## src/rtl/fb_scanout.sv

```systemverilog
// Pixel-doubling VGA scan-out from a 320x240x24 frame buffer with sync, blank and vblank_start.
// Optional `FB_SCANOUT_BORDER_EN draws a white one-pixel frame around the active area.
module fb_scanout #(
    parameter int CLK_DIV  = 4,
    parameter int H_ACTIVE = 640,
    parameter int H_FP     = 16,
    parameter int H_SYNC   = 96,
    parameter int H_BP     = 48,
    parameter int V_ACTIVE = 480,
    parameter int V_FP     = 10,
    parameter int V_SYNC   = 2,
    parameter int V_BP     = 33
) (
    input  logic        clk,
    input  logic        rst,
    input  logic        en,
    output logic [16:0] fb_rd_addr,
    input  logic [23:0] fb_rd_data,
    output logic [7:0]  r,
    output logic [7:0]  g,
    output logic [7:0]  b,
    output logic        hsync,
    output logic        vsync,
    output logic        blank,
    output logic        vblank_start
);

    localparam int H_TOTAL = H_ACTIVE + H_FP + H_SYNC + H_BP;
    localparam int V_TOTAL = V_ACTIVE + V_FP + V_SYNC + V_BP;
    localparam int DIV_W   = $clog2(CLK_DIV);

    localparam logic [DIV_W-1:0] DIV_LAST = DIV_W'(CLK_DIV - 1);
    localparam logic [9:0]  H_LAST   = 10'(H_TOTAL - 1);
    localparam logic [9:0]  V_LAST   = 10'(V_TOTAL - 1);
    localparam logic [9:0]  H_ACT    = 10'(H_ACTIVE);
    localparam logic [9:0]  V_ACT    = 10'(V_ACTIVE);
    localparam logic [9:0]  V_ACT_M1 = 10'(V_ACTIVE - 1);
    localparam logic [9:0]  HS_START = 10'(H_ACTIVE + H_FP);
    localparam logic [9:0]  HS_END   = 10'(H_ACTIVE + H_FP + H_SYNC);
    localparam logic [9:0]  VS_START = 10'(V_ACTIVE + V_FP);
    localparam logic [9:0]  VS_END   = 10'(V_ACTIVE + V_FP + V_SYNC);
    localparam logic [16:0] STRIDE   = 17'(H_ACTIVE / 2);
`ifdef FB_SCANOUT_BORDER_EN
    localparam logic [9:0]  H_ACT_M1 = 10'(H_ACTIVE - 1);
`endif

    typedef enum logic {IDLE, RUN} state_t;

    state_t           state_q, state_d;
    logic [DIV_W-1:0] div_q, div_d;
    logic [9:0]       hcount_q, hcount_d;
    logic [9:0]       vcount_q, vcount_d;
    logic [16:0]      row_base_q, row_base_d;
    logic [23:0]      rgb_q, rgb_d;
    logic             hsync_q, hsync_d;
    logic             vsync_q, vsync_d;
    logic             blank_q, blank_d;
    logic             vblank_q, vblank_d;

    logic tick;
    logic pix_active;
    logic [23:0] pix_colour;

    assign tick       = (div_q == DIV_LAST);
    assign pix_active = (hcount_q < H_ACT) && (vcount_q < V_ACT);

`ifdef FB_SCANOUT_BORDER_EN
    assign pix_colour = (hcount_q == 10'd0 || hcount_q == H_ACT_M1 ||
                         vcount_q == 10'd0 || vcount_q == V_ACT_M1) ? 24'hFFFFFF : fb_rd_data;
`else
    assign pix_colour = fb_rd_data;
`endif

    // Halving hcount repeats each address for two pixels; row_base only steps after odd lines.
    assign fb_rd_addr = pix_active ? (row_base_q + 17'(hcount_q[9:1])) : row_base_q;

    always_comb begin
        state_d    = state_q;
        div_d      = div_q;
        hcount_d   = hcount_q;
        vcount_d   = vcount_q;
        row_base_d = row_base_q;
        rgb_d      = rgb_q;
        hsync_d    = hsync_q;
        vsync_d    = vsync_q;
        blank_d    = blank_q;
        vblank_d   = 1'b0;
        case (state_q)
            IDLE: begin
                hcount_d   = '0;
                vcount_d   = '0;
                row_base_d = '0;
                rgb_d      = '0;
                hsync_d    = 1'b1;
                vsync_d    = 1'b1;
                blank_d    = 1'b1;
                if (!en) begin
                    div_d = '0;
                end else if (tick) begin
                    div_d   = '0;
                    state_d = RUN;
                end else begin
                    div_d = div_q + 1'b1;
                end
            end
            RUN: begin
                div_d = tick ? '0 : div_q + 1'b1;
                if (tick) begin
                    // Data for the current counters arrived during this pixel, so the outputs trail by one pixel.
                    blank_d = !pix_active;
                    hsync_d = !(hcount_q >= HS_START && hcount_q < HS_END);
                    vsync_d = !(vcount_q >= VS_START && vcount_q < VS_END);
                    rgb_d   = pix_active ? pix_colour : 24'h0;
                    if (hcount_q == H_LAST) begin
                        hcount_d = '0;
                        if (vcount_q == V_ACT_M1)
                            vblank_d = 1'b1;
                        if (vcount_q == V_LAST) begin
                            vcount_d   = '0;
                            row_base_d = '0;
                            if (!en)
                                state_d = IDLE;
                        end else begin
                            vcount_d = vcount_q + 10'd1;
                            if (vcount_q[0] && vcount_q < V_ACT_M1)
                                row_base_d = row_base_q + STRIDE;
                        end
                    end else begin
                        hcount_d = hcount_q + 10'd1;
                    end
                end
            end
            default: state_d = IDLE;
        endcase
    end

    always_ff @(posedge clk or posedge rst) begin
        if (rst) begin
            state_q    <= IDLE;
            div_q      <= '0;
            hcount_q   <= '0;
            vcount_q   <= '0;
            row_base_q <= '0;
            rgb_q      <= '0;
            hsync_q    <= 1'b1;
            vsync_q    <= 1'b1;
            blank_q    <= 1'b1;
            vblank_q   <= 1'b0;
        end else begin
            state_q    <= state_d;
            div_q      <= div_d;
            hcount_q   <= hcount_d;
            vcount_q   <= vcount_d;
            row_base_q <= row_base_d;
            rgb_q      <= rgb_d;
            hsync_q    <= hsync_d;
            vsync_q    <= vsync_d;
            blank_q    <= blank_d;
            vblank_q   <= vblank_d;
        end
    end

    assign r            = rgb_q[23:16];
    assign g            = rgb_q[15:8];
    assign b            = rgb_q[7:0];
    assign hsync        = hsync_q;
    assign vsync        = vsync_q;
    assign blank        = blank_q;
    assign vblank_start = vblank_q;

endmodule

```

## config.mk

```make
export PLATFORM = sky130hd
export DESIGN_NAME = fb_scanout
export DESIGN_NICKNAME = d
export VERILOG_FILES = /design/src/rtl/fb_scanout.sv
export SDC_FILE = /design/constraint.sdc
export NUM_CORES = 1
export LEC_CHECK = 0
export CORE_UTILIZATION = 53
export CTS_BUF_LIST = sky130_fd_sc_hd__clkbuf_8
export CTS_CLUSTER_DIAMETER = 200
export CTS_CLUSTER_SIZE = 30
export DETAILED_ROUTE_END_ITERATION = 8
export PLACE_DENSITY = 0.83
export REMOVE_ABC_BUFFERS = 1
export SYNTH_ARGS = -nofsm -noshare
export SYNTH_HDL_FRONTEND = slang
export SYNTH_SLANG_ARGS = --single-unit
```

## constraint.sdc

```tcl
create_clock -name clk -period 2.4 [get_ports clk]
set_input_delay 0.72 -clock clk [delete_from_list [all_inputs] [get_ports clk]]
set_output_delay 0.72 -clock clk [all_outputs]
set_load 0.01 [all_outputs]
```

== Word-level counts from Yosys, hierarchy flattened ==
Index checks and enable logic that the tools add are counted.

* Flip-flop bits (word level): 68
* Word-level logic and storage cells: 75
* Bits of input ports: 27
* Output and inout port bits: 45

* Reductions and logical operators: 9
* Add/sub/neg operators: 5
* Magnitude comparators: 7
* Bitwise gates (word level): 1
* Equal/unequal tests: 7
* Multiplexer cells: 36

{| class="wikitable"
|+ Operators by type and width
! cell !! number
|-
| $mux 17 || 5
|-
| $mux 10 || 5
|-
| $mux 24 || 2
|-
| $pmux 24 s2 || 1
|-
| $pmux 10 s2 || 2
|-
| $pmux 17 s2 || 1
|-
| $lt 10x9->1 const B || 3
|-
| $add 10x1->10 const B || 2
|-
| $eq 10x10->1 const B || 2
|-
| $lt 10x10->1 const B || 2
|-
| $add 17x9->17 || 1
|-
| $add 17x9->17 const B || 1
|-
| $mux 1 || 13
|-
| $eq 10x9->1 const B || 1
|-
| $ge 10x10->1 const B || 1
|-
| $ge 10x9->1 const B || 1
|-
| $pmux 1 s2 || 4
|-
| $logic_and 1x1->1 || 4
|-
| $mux 2 || 2
|-
| $ne 2x1->1 const B || 2
|-
| $pmux 2 s2 || 1
|-
| $logic_not 1->1 || 3
|-
| $ne 3x1->1 const B || 1
|-
| $reduce_and 3->1 || 1
|-
| other kinds (4) || 4
|}

== Depth between registers and ports, before layout ==
Gate-level depths: netlist of run 1.

* Word-level depth: 7
* Gate-level depth with buffers: 8
* Depth with buffers taken out: 6

== Worst setup path after synthesis of run 1 ==
No wires, ideal clock.

* Path type: register -> output
* Start: reg hcount_q[8]
* End: out fb_rd_addr[12]
* Buffers on the path: 0
* Data arrival time: 1.680 ns
* Required time: 1.680 ns
* Cell stages (with the launch flop): 6
* Setup slack: 0.000 ns
* Path through: dfrtp_1 -> ha_1 -> a21o_1 -> a21oi_1 -> nor4b_1 -> xor2_1

* Cells in the longest elaborated chain, start to end: 3
* Elaborated cells between the ends (all ways): 4
* Classes of those cells: 1 x add/sub; 1 x order compare; 1 x mux; 1 x reduce/logical

{| class="wikitable"
|+ RTL lines
! what !! RTL line !! RTL
|-
| start, declared || 51 || <nowiki>logic [9:0] hcount_q, hcount_d;</nowiki>
|-
| start signal, assigned || 152 || <nowiki>hcount_q <= hcount_d;</nowiki>
|-
| parallel branches: the longest is 2 deep, another holds $add 17x9->17 || n/a ||
|-
| $mux 17 * || 75 || <nowiki>assign fb_rd_addr = pix_active ? (row_base_q + 17'(hcount_q[9:1])) : row_base_q;</nowiki>
|-
| end, declared || 17 || <nowiki>output logic [16:0] fb_rd_addr,</nowiki>
|}

Every way passes the cells marked *.

== Final worst setup path of run 1 ==
* Start: reg hcount_q[8]
* End: out fb_rd_addr[16]

The elaborated chain is that of the path after synthesis.

==> results of run 1 <==
## cell families (layout without fill, tap and decap cells)
family	Yosys count	after routing	share of synthesized area, %
xor+xnor	16	16	4.26
simple gates	105	105	17.3
fa+ha+maj	9	9	3.42
flops	62	62	47.3
buf+inv	33	149	4.64
compound gates	99	99	22.1
mux	3	3	0.989
## metal layers
layer  up-vias  track usage [%]
met5         -                0
met4         0             11.1
met3        24             9.44
met2       174             50.2
met1      1574             36.7
li1       1457                -
## worst paths after layout
| kind | depth (start not counted) | endpoint | slack, ns |
|---|---|---|---|
| max in group asynchronous | 3 | vsync | 1.32 |
| setup / recovery | 7 | fb_rd_addr[16] | -0.42 |
| hold / removal | 1 | div_q[0] | 0.47 |
| hold reg to reg | 1 | div_q[0] | 0.47 |
| min in group asynchronous | 3 | rgb_q[23] | 0.76 |
| setup reg to reg | 7 | row_base_q[15] | 0.16 |
## cell type report
type                       instances  area (um2)
clock buffer                      13         179
multi-input combinational        232        1780
clock inverter                     3        40.0
sequential                        62        1560
fill                             353        1170
tap                               75        93.8
inverter                          10        37.5
timing repair buffer             123        1100
## through the flow
stage          std cells  util [%]
2_1_floorplan        304         -
3_3_place_gp         488      71.9
3_5_place_dp         488      71.9
4_1_cts              514      78.9
5_1_grt              518      80.3
6_report             518      80.3
## registers in the layout, summed over array words and instances (netlist names)
register,cells
rgb_q,24
row_base_q,11
hcount_q,10
vcount_q,10
div_q,2
blank,1
hsync,1
state_q,1
vblank_start,1
vsync,1
## cell usage in the layout, fill, tap and decap left out, types with 8 or more instances in the layout
master,instances
a31oi_1,18
a22o_1,24
nor2_1,15
buf_6,9
nand2_1,21
o21ai_0,14
nand4_1,8
xor2_1,13
buf_4,41
clkbuf_8,13
buf_2,15
dfrtp_1,58
a41oi_1,9
inv_1,9
clkdlybuf4s50_1,54
nand3_1,13
## report_power, final
part,switching (mW),internal (mW)
Sequential,0.189,1.32
Combinational,0.657,0.752
Clock,0.405,0.590
## critical path, cell delays in order (launching register included)
cell and delay [ns]:
dfrtp_2 0.44, ha_4 0.28, a21o_1 0.18, a21oi_4 0.11
buf_6 0.15, nor4_4 0.26, xor2_1 0.18, buf_2 0.15
## repair_timing
action                                  CTS  global route
gates resized for setup                 101            12
pin swaps                                18            17
setup buffers                            11             5
endpoints found under the setup margin   17            17
==> metrics.md, run 1 <==
| Metric | Value |
|---|---|
| Outcome | `finished, violations left` |
| Failing checks | `negative setup slack` |
| Top FF cell, synth | `dfrtp_1` |
| Hold-fix buffers, CTS | `0` |
| Max Clock Skew | `roughly 0.010 ns` |
| Number of global-route vias before repair | `between 3,000 and 4,000` |
| Yosys top cell by area | `dfrtp_1` |
| Tot Pwr | `around 4 mW` |
| Clk root buf | `clkbuf_8` |
| Peak Freq | `about 350 MHz` |
| # port buffers | `71` |
| Clock latency on the worst-skew pair | `0.34 ns` |
| Post-synth top area share | `between 40 and 50%` |
| FF+latch count, synth | `between 60 and 70` |
| Wirelength per Cell | `18.7 um` |
| Met1 Wirelength | `about 3.8 mm` |
| Post-DP Area | `~4300 um2` |
| IO Pins | `slightly above 70` |
| Grt ovf | `0` |
| Max_slew headroom | `between 50% and 60%` |
| Final Instance Area | `roughly 4800 um2` |
| Worst-Margin Slew | `between 0.6 and 0.7 ns` |
| RSZ-0062 raised after global routing | `yes` |
| Power Dens Cells | `slightly above 800 nW/um2` |
| Final #Nets | `around 470` |
| # diodes | `0` |
| Antenna violations before repair | `0` |
| Setup TNS | `-4.38 ns` |
| Crit path launch | `hcount_q[8]` |
| Leak | `approximately 2.2 nW` |
| Hold Path Class | `reg -> reg` |
| Fin. max-slew vios | `0` |
| Final worst path period need | `about 2.8 ns` |
| Critical path peak fanout | `4` |
| CTS Buf Count | `9` |
| EDFF count, synth | `0` |
| WP data required | `between 1.5 and 2 ns` |
| Total number of vias | `3,229` |
| Commonest cells in the netlist | `dfrtp_1 (59), a22o_1 (24), nand2_1 (21)` |
| Count leader, synth | `dfrtp_1` |
| Final setup fails | `17` |
| CP endpoint kind | `primary output` |
| Synth Instances | `between 300 and 400` |
| Layout cells sized above 1 | `between 20% and 30%` |
| H-tree Lvls | `3` |
| Max_cap viols | `0` |
| Max Used Layer | `met4` |
| Clk slew on worst S/H paths | `0.07 ns` |
| Clk buf depth | `2` |
| Drt pass-1 iters | `7` |
| Avg Cell Area, Syn | `10.1 um2` |
| # rows | `28` |
| Synth top area cells | `dfrtp_1 (45%), a22o_1 (6.4%), xor2_1 (4.0%)` |
| Clk sink count | `between 60 and 70` |
| Die Y | `a little over 80 um` |
| Fin. Hold Viols | `0` |
| Remaining antenna violation count | `0` |
| CTS tree | `yes` |
| Hpwl dp | `roughly 6 mm` |
| Die width | `~81 um` |
| Largest net degree at the start of global routing | `63` |
| Critical Setup Path Class | `reg -> out` |
| Via density | `between 6 and 7` |
| Routability Congestion | `~0.83` |
| WHS | `between 0.4 and 0.5 ns` |
| Final worst slack | `-0.422 ns` |
| Core ar. | `5960 um2` |
| Critical Path AT | `between 2 and 2.5 ns` |
| P&R area growth vs syn | `45.5%` |
| Fin crit share | `118%` |
| Gr usage total | `between 30% and 40%` |
| Synth warn | `0` |
| Met2 WL post-DR | `4.88 mm` |
| Seq/Total Area, Yosys | `47.3%` |
| Area of the mapped netlist | `around 3300 um2` |
| Hold_sp | `div_q[0]` |
| Crit path launch type | `register` |
| Post-synth ARST share | `100%` |
| Met3 wire len | `about 800 um` |
| Post-synthesis cell type count | `54` |
| Die area | `between 6000 and 7000 um2` |
| Max VDD drop | `a little over 0.6 mV` |
| DRC | `0` |
| Pre-CTS setup slack | `-0.560 ns` |
| Routed WL | `just under 10 mm` |
| Initial core utilization | `a little under three fifths` |
| First-pass GRT wire length | `14.9 mm` |
| Initial DRC Count | `between 200 and 300` |
| Reg2reg start | `vcount_q[0]` |
Note: power is estimated with default switching activity, not from simulation.
==> run 2, diff against run 1 <==
Settings changed: CORE_UTILIZATION 53 to 40, PLACE_DENSITY 0.83 to 0.66.
==> metrics.md, run 2 (synthesis gave the netlist of run 1 again) <==
| Metric | Value |
|---|---|
| Critical path buffer and inverter count | `3` |
| Final setup fails | `15` |
| Final Instance Area | `roughly 4700 um2` |
| Leak | `about 2.1 nW` |
| Routed WL | `8.68 mm` |
| H-tree Lvls | `3` |
| Final worst slack | `-0.366 ns` |
| RSZ-0062 raised after global routing | `yes` |
| Max_slew headroom | `62.1%` |
| CP max-delay cell | `dfrtp_2` |
| Routability Congestion | `~0.8` |
| Total number of vias | `a little over 3,000` |
| Failing checks | `negative setup slack` |
| # port buffers | `71` |
| Layout cells sized above 1 | `approximately 24%` |
| Final worst path period need | `about 2.8 ns` |
| Cells after DPL | `519` |
| Finished Layout Cells | `approximately 550` |
| Initial DRC Count | `roughly 190` |
| # diodes | `0` |
| Fin. Hold Viols | `0` |
| Crit path launch type | `register` |
| Worst-Margin Slew | `0.567 ns` |
| CP cell instances | `ha_4 > a21o_1 > a21oi_1 > buf_4 > buf_6 > nor4b_4 > xor2_1 > buf_2` |
| Die area | `between 8000 and 9000 um2` |
| Critical path peak fanout | `7` |
| CP endpoint kind | `primary output` |
| Final design utilization | `about three fifths` |
| Antenna violations before repair | `0` |
| Critical Setup Path Class | `reg -> out` |
| Clk sink count | `just over 60` |
| Die Y | `between 90 and 100 um` |
| Wirelength per Cell | `15.9 um` |
| Post-DP Area | `4350 um2` |
| Fin crit share | `115%` |
| Critical Path AT | `2.05 ns` |
| Final #Nets | `475` |
| First-pass GRT wire length | `about 14 mm` |
| Initial core utilization | `41.9%` |
| Via density | `~5.6` |
| Crit path largest cell delay | `0.44 ns` |
| # rows | `32` |
| Clk root buf | `clkbuf_8` |
| Max VDD drop | `between 0.5 and 0.6 mV` |
| WHS | `~0.45 ns` |
| Hold-fix buffers, CTS | `0` |
| Drt pass-1 iters | `4` |
| Tot Pwr | `3.80 mW` |
| P&R area growth vs syn | `43.7%` |
| Largest net degree at the start of global routing | `63` |
| Power Dens Cells | `approximately 800 nW/um2` |
| Max_cap viols | `0` |
| Fin. max-slew vios | `0` |
| Most frequent cells in the layout | `dfrtp_1 (58), clkdlybuf4s50_1 (54), buf_4 (44)` |
| CTS Buf Count | `9` |
| Max Clock Skew | `roughly 0.012 ns` |
| Commonest non-fill, non-tap cell in the layout | `dfrtp_1` |
| IO Pins | `72` |
| Clk buf depth | `2` |
| Largest registers | `rgb_q x24, row_base_q x11` |
| CTS tree | `yes` |
| Remaining antenna violation count | `0` |
| Gr usage total | `21.7%` |
| WP data required | `between 1.5 and 2 ns` |
| Outcome | `finished, violations left` |
| Peak Freq | `362 MHz` |
| Number of global-route vias before repair | `roughly 2,900` |
| Clock latency on the worst-skew pair | `between 0.3 and 0.4 ns` |
| Family with the most delay on the worst path | `buffers and inverters` |
| Hold Path Class | `reg -> reg` |
| Reg with most FFs | `rgb_q` |
| Core ar. | `7850 um2` |
| Die width | `roughly 93 um` |
| Grt ovf | `0` |
| Hpwl dp | `5.89 mm` |
| Max FFs per register | `24` |
| Clk slew on worst S/H paths | `about 0.070 ns` |
| DRC | `0` |
==> run 2: cell types whose count changed in the layout (fill, tap and decap cells not counted), sizes merged <==
| cell | previous run | this run |
|---|---|---|
| clkbuf | 13 | 9 |
| clkinv | 2 | 5 |
| dlygate4sd2 | 0 | 1 |
| inv | 10 | 11 |
==> run 2: final cells by class <==
type | instances | area, um2
fillers | 660 | 3120
multi-input cells | 232 | 1710
flip-flops and latches | 62 | 1560
repair buffers | 124 | 1100
well taps | 102 | 128
clock buffers | 9 | 124
clock inverters | 7 | 66.3
inverters | 10 | 37.5
==> run 2: path summary, 6_finish.rpt <==
check	cells past startpoint	endpoint	slack [ns]	from
max in group asynchronous	3	vsync	1.32	rst
min	1	div_q[0]	0.45	div_q[0]
min in group asynchronous	3	rgb_q[3]	0.77	rst
min reg2reg	1	div_q[0]	0.45	div_q[0]
max reg2reg	7	row_base_q[7]	0.33	vcount_q[0]
max	8	fb_rd_addr[14]	-0.37	hcount_q[8]
==> run 2: what timing repair did <==
item	in CTS	in global routing
gates resized for setup	94	2
buffers inserted	11	0
endpoints found under the setup margin	17	17
pin swaps	17	4
==> run 2: layer usage <==
metal	wire length, um	global-route usage [%]
met1	3950	28.7
met3	366	4.52
met5	0	0
met2	4240	35.4
met4	129	7.18
==> run 2: where the power goes <==
group	switching, mW	total, mW	internal, mW
clock	0.430	0.903	0.474
sequential	0.187	1.51	1.32
combinational	0.647	1.39	0.746
==> run 2: per-stage QoR <==
| step | TNS (ns) | worst slack [ns] |
|---|---|---|
| after floorplan | -0.858 | -0.156 |
| after global placement | -3.21 | -0.429 |
| after detailed placement | -3.44 | -0.466 |
| after CTS | -2.83 | -0.401 |
| after global routing | -4.57 | -0.477 |
| final | -2.82 | -0.366 |
